### config.mk
export PLATFORM = sky130hd
export DESIGN_NAME = bcd_down_counter_flat
export DESIGN_NICKNAME = d
export VERILOG_FILES = /design/src/rtl/bcd_down_counter_if.sv /design/src/rtl/bcd_down_counter.sv /design/src/flat_wrapper.sv
export SDC_FILE = /design/constraint.sdc
export NUM_CORES = 1
export LEC_CHECK = 0
export BUFFER_PORTS_ARGS = -buffer_cell sky130_fd_sc_hd__buf_2
export CAP_MARGIN = 20
export CORE_AREA = 2 2 39 41
export CTS_BUF_LIST = sky130_fd_sc_hd__clkbuf_4
export CTS_CLUSTER_SIZE = 28
export DETAILED_ROUTE_END_ITERATION = 10
export DIE_AREA = 0 0 41 43
export GPL_ROUTABILITY_DRIVEN = 1
export PLACE_DENSITY = 0.73
export SLEW_MARGIN = 25
export SYNTH_ARGS = -nofsm -noshare
export SYNTH_HDL_FRONTEND = slang
export SYNTH_SLANG_ARGS = --single-unit
### constraint.sdc
create_clock -name clk -period 3.6 [get_ports clk]
set_input_delay 0 -clock clk [delete_from_list [all_inputs] [get_ports clk]]
set_output_delay 0 -clock clk [all_outputs]
set_load 0.02 [all_outputs]
### src/rtl/bcd_down_counter_if.sv
// Control and status bundle for the BCD down counter.
// master drives load/en/load_val; slave (the counter) drives the count and flags.
interface bcd_down_counter_if #(
  parameter int unsigned DIGITS = 2
);
  logic                  load;
  logic [4*DIGITS-1:0]   load_val;
  logic                  en;
  logic [4*DIGITS-1:0]   q;
  logic [4*DIGITS-1:0]   qbar;
  logic                  zero;
  logic                  tc;
  logic                  err;

  modport master (
    output load, load_val, en,
    input  q, qbar, zero, tc, err
  );

  modport slave (
    input  load, load_val, en,
    output q, qbar, zero, tc, err
  );
endinterface

### src/rtl/bcd_down_counter.sv
// Synchronous multi-digit BCD down counter with parallel load,
// registered terminal-count and invalid-load pulses.
module bcd_down_counter #(
  parameter int unsigned DIGITS = 2,
  parameter bit          WRAP   = 1'b1
) (
  input  logic                clk,
  input  logic                rst,
  bcd_down_counter_if.slave   bus
);
  localparam int unsigned W = 4 * DIGITS;

  logic [W-1:0] q_q, q_d;
  logic         tc_q, tc_d;
  logic         err_q, err_d;

  logic         load_ok;
  logic [W-1:0] dec_val;
  logic         borrow;
  logic         q_is_zero;

  // Load-value check and one-step decrement with a ripple borrow across digits.
  // At zero every digit borrows, so dec_val is all 9s, which is the wrap value.
  always_comb begin
    load_ok = 1'b1;
    dec_val = '0;
    borrow  = 1'b1;
    for (int unsigned i = 0; i < DIGITS; i++) begin
      if (bus.load_val[4*i +: 4] > 4'd9) begin
        load_ok = 1'b0;
      end
      if (!borrow) begin
        dec_val[4*i +: 4] = q_q[4*i +: 4];
      end else if (q_q[4*i +: 4] == 4'd0) begin
        dec_val[4*i +: 4] = 4'd9;
      end else begin
        dec_val[4*i +: 4] = q_q[4*i +: 4] - 4'd1;
        borrow            = 1'b0;
      end
    end
  end

  assign q_is_zero = (q_q == '0);

  // Next count and pulse flags with load > en > hold priority.
  always_comb begin
    q_d   = q_q;
    tc_d  = 1'b0;
    err_d = 1'b0;
    if (bus.load) begin
      if (load_ok) begin
        q_d = bus.load_val;
      end else begin
        err_d = 1'b1;
      end
    end else if (bus.en) begin
      if (q_is_zero) begin
        q_d = WRAP ? dec_val : q_q;
      end else begin
        q_d  = dec_val;
        tc_d = (dec_val == '0);
      end
    end
  end

  // State register with synchronous active-high reset.
  always_ff @(posedge clk) begin
    if (rst) begin
      q_q   <= '0;
      tc_q  <= 1'b0;
      err_q <= 1'b0;
    end else begin
      q_q   <= q_d;
      tc_q  <= tc_d;
      err_q <= err_d;
    end
  end

  assign bus.q    = q_q;
  assign bus.qbar = ~q_q;
  assign bus.zero = q_is_zero;
  assign bus.tc   = tc_q;
  assign bus.err  = err_q;
endmodule
### src/flat_wrapper.sv
// flat-port wrapper written by rule: the top's interface ports become plain ports
module bcd_down_counter_flat 
#(
  parameter int unsigned DIGITS = 2,
  parameter bit          WRAP   = 1'b1
)
  (clk, rst, bus_load, bus_load_val, bus_en, bus_q, bus_qbar, bus_zero, bus_tc, bus_err);
  bcd_down_counter_if #(.DIGITS(DIGITS)) bus_i ();
  input  logic clk;
  input  logic rst;
  input wire logic [$bits(bus_i.load)-1:0] bus_load;
  input wire logic [$bits(bus_i.load_val)-1:0] bus_load_val;
  input wire logic [$bits(bus_i.en)-1:0] bus_en;
  output wire logic [$bits(bus_i.q)-1:0] bus_q;
  output wire logic [$bits(bus_i.qbar)-1:0] bus_qbar;
  output wire logic [$bits(bus_i.zero)-1:0] bus_zero;
  output wire logic [$bits(bus_i.tc)-1:0] bus_tc;
  output wire logic [$bits(bus_i.err)-1:0] bus_err;
  assign bus_i.load = bus_load;
  assign bus_i.load_val = bus_load_val;
  assign bus_i.en = bus_en;
  assign bus_q = bus_i.q;
  assign bus_qbar = bus_i.qbar;
  assign bus_zero = bus_i.zero;
  assign bus_tc = bus_i.tc;
  assign bus_err = bus_i.err;
  bcd_down_counter #(.DIGITS(DIGITS), .WRAP(WRAP)) u_core (.clk(clk), .rst(rst), .bus(bus_i));
endmodule
==> summary.txt <==
Worst setup path
  – Worst path cell trace: or4_1 > o31a_1 > or3_1 > o31ai_1
  – Worst-path fanout max: 8
  – WP data required: 3.78 ns
  – Worst setup EP type: flop
  – Kind of critical path: reg -> reg
  – CP Buf/Inv Count: 0
  – Arr. time, crit path: 1.85 ns
  – Worst R2R Path Depth: 4
  – Worst reg2reg path startpoint: u_core.bus.q[4]
  – Slowest library cell on the worst path: or4_1
  – Critical path's largest stage delay: 0.59 ns
  – CP top delay family: simple AND/OR/NAND/NOR gates
  – Reg2reg setup slack: 1.93 ns
  – Reg2reg end: u_core.bus.q[7]
  – CP Launch Type: flop

Run status
  – Status: complete, no violations

Floorplan
  – Die Ht: 43 microns
  – Core area: 0.00138 sq mm
  – Initial Utilization: 0.414
  – IO Pins: 31
  – # rows: 14
  – Die width: 41 microns
  – Die Area: 0.00176 sq mm

Clock network
  – H-tree Lvls: 1
  – Setup Fix Bufs, Post-CTS: 0
  – CTS tree: built
  – Reg clk slew, reported paths: 0.07 ns
  – Clk root buf: clkbuf_4
  – Clock buffer count from CTS: 3
  – Clk_lat worst skew: 0.26 ns
  – Hold buffers post-CTS: 0
  – Sink Count: 10
  – CTS Buffer Depth: 2
  – Post-CTS Resized: 0

Timing
  – Fmax: 0.600 GHz
  – Hold Fails Final Rpt: 0
  – Setup TNS: 0 ns
  – Max Slew Vio Count: 0
  – Fin crit share: 0.463
  – Final Skew: 0.00609 ns
  – Max-Slew Margin vs Limit: 0.604
  – Final worst slack: 1.93 ns
  – Final min period: 1.67 ns
  – RSZ-0062 raised after global routing: false
  – Worst-Margin Slew: 0.593 ns
  – Setup Viol. Count Final: 0

Global route
  – Met3 usage: 0.0471
  – Busiest grt layer: met2
  – Largest net degree at the start of global routing: 12
  – Met2 Track Usage GR: 0.303
  – Met1 usage: 0.280
  – Initial antenna violation count: 0
  – Gr ovfl total: 0
  – GRT Overall Usage: 0.207
  – First-pass GRT wire length: 2530 microns
  – Vias in the first global route: 586

Yosys
  – Post-synthesis xor/xnor area fraction: 0
  – Yosys Warn Count: 0
  – Sequential area share after synthesis: 0.349
  – Yosys top cell area share: 0.349
  – Simple-Gate Fraction of Synth Area: 0.245
  – Multiplexer share of the synthesized area: 0
  – Post-synthesis compound-gate area fraction: 0.312
  – Post-Synthesis Cells: 78
  – Synth area leaders: dfxtp_1 (35%), inv_1 (7.2%), nand2_1 (5.9%)
  – Synth Register Bits: 10
  – Syn Area/Cell: 7.35 sq um
  – Adder-Cell Fraction of Synth Area: 0
  – Main combinational cell family by area after synthesis: compound AO/OA/AOI/OAI gates
  – Largest area contributor in the netlist: dfxtp_1
  – Yosys cell types: 31
  – Net Count, Synth: 90
  – Cell area after synthesis: 573 sq um

Drt
  – Final WL: 1610 microns
  – Vias post-DR: 688
  – DR pass1 iterations: 4
  – Avg Vias per Cell: 5.55
  – Wire per inst: 12.9 microns
  – Remaining routing DRC violations: 0
  – 1st-iter DRT viols: 22
  – Antenna Nets Post-Route: 0

Finish
  – Area growth syn-to-layout: 31.4%
  – Commonest cells after routing, fill and taps aside: buf_2 (30), inv_1 (11), dfxtp_1 (10)
  – N_diodes: 0
  – Most common cell after layout, fill and taps aside: buf_2
  – Final #Nets: 122
  – Layout cells sized above 1: 0.315
  – Cell area after layout: 753 sq um
  – Post-layout util: 0.544

Run
  – Max_cap viols: 0

Power and ir drop
  – Total power: 312 uW
  – Max VDD drop: 0.246 mV
  – PwrDens: 414 mW/mm^2
  – Leakage: 0.000346 uW

Place
  – HPWL after detailed placement: 1230 microns
  – Placement Setup Slack: 1.96 ns
  – Placer Congestion: 0.808
  – Dpl cell area: 731 sq um
  – Port Buffer Count: 30

Min path
  – Hold EP: u_core.bus.q[1]
  – Hold depth: 3
  – Worst hold path type: in -> reg
  – Min-delay src: bus_load_val[1]
[report_power, final]
part | internal, uW | total [uW] | switching, uW
sequential | 119 | 131 | 12.5
clock | 38.6 | 77.4 | 38.8
combinational | 38.9 | 103 | 64.4
total | 196 | 312 | 116
[worst register-to-register path: cells and delay by family (launching register included)]
| family | cells | cell delay (ns) |
|---|---|---|
| DFF | 1 | 0.37 |
| and+or+nand+nor | 2 | 0.89 |
| AOI/OAI and AO/OA | 2 | 0.33 |
[metal layers]
| metal | wire length [microns] | share of wire |
|---|---|---|
| met5 | 0 | 0 |
| met4 | 29 | 0.018 |
| met3 | 92 | 0.057 |
| met2 | 784 | 0.49 |
| met1 | 698 | 0.43 |
[cell type report]
| class | instances | area, sq um |
|---|---|---|
| well taps | 16 | 20.0 |
| fillers | 154 | 631 |
| multi-input cells | 54 | 319 |
| clock buffers | 3 | 22.5 |
| repair buffers | 30 | 150 |
| flip-flops and latches | 10 | 200 |
| inverters | 11 | 41.3 |
[cell usage after synthesis, drive strengths merged]
library cell,count
a41o,2
o211ai,1
dfxtp,10
o31ai,1
nor2b,1
or4,2
nand4,1
o2111a,1
a22oi,1
nand3,4
nand2,9
a31o,1
a211oi,1
o41ai,1
or3,1
and3,1
buf,1
a31oi,3
a21oi,6
nor4,1
o21ai,5
clkbuf,2
inv,11
nor3,1
nor4b,1
a41oi,1
a2bb2oi,1
o31a,1
nor2,6
[kinds of logic (layout without fill, tap and decap cells)]
group / Yosys count / count (layout)
compound gates: 26 / 26
buf+inv: 14 / 44
flops: 10 / 10
simple gates: 28 / 28
[state kept, by name, indices dropped and copies added (netlist names)]
name and cells:
u_core.bus.q 8, u_core.bus.err 1, u_core.bus.tc 1
[metrics by stage]
stage	cells	hold slack [ns]
2_1_floorplan	78	0.150
3_3_place_gp	121	0.283
3_5_place_dp	121	0.275
4_1_cts	124	0.00795
5_1_grt	124	0.0244
6_report	124	0.0144
[worst max path at each step]
stage                           end             from  slack (ns)  cells past startpoint
floorplan           u_core.bus.q[7]  u_core.bus.q[0]        1.93                      4
global placement    u_core.bus.q[7]  u_core.bus.q[0]        1.98                      4
detailed placement  u_core.bus.q[7]  u_core.bus.q[4]        1.96                      4
CTS                 u_core.bus.q[7]  u_core.bus.q[4]        1.94                      4
global route        u_core.bus.q[7]  u_core.bus.q[4]        1.84                      4
finish              u_core.bus.q[7]  u_core.bus.q[4]        1.93                      4
Power figures use the tool's default switching activity.
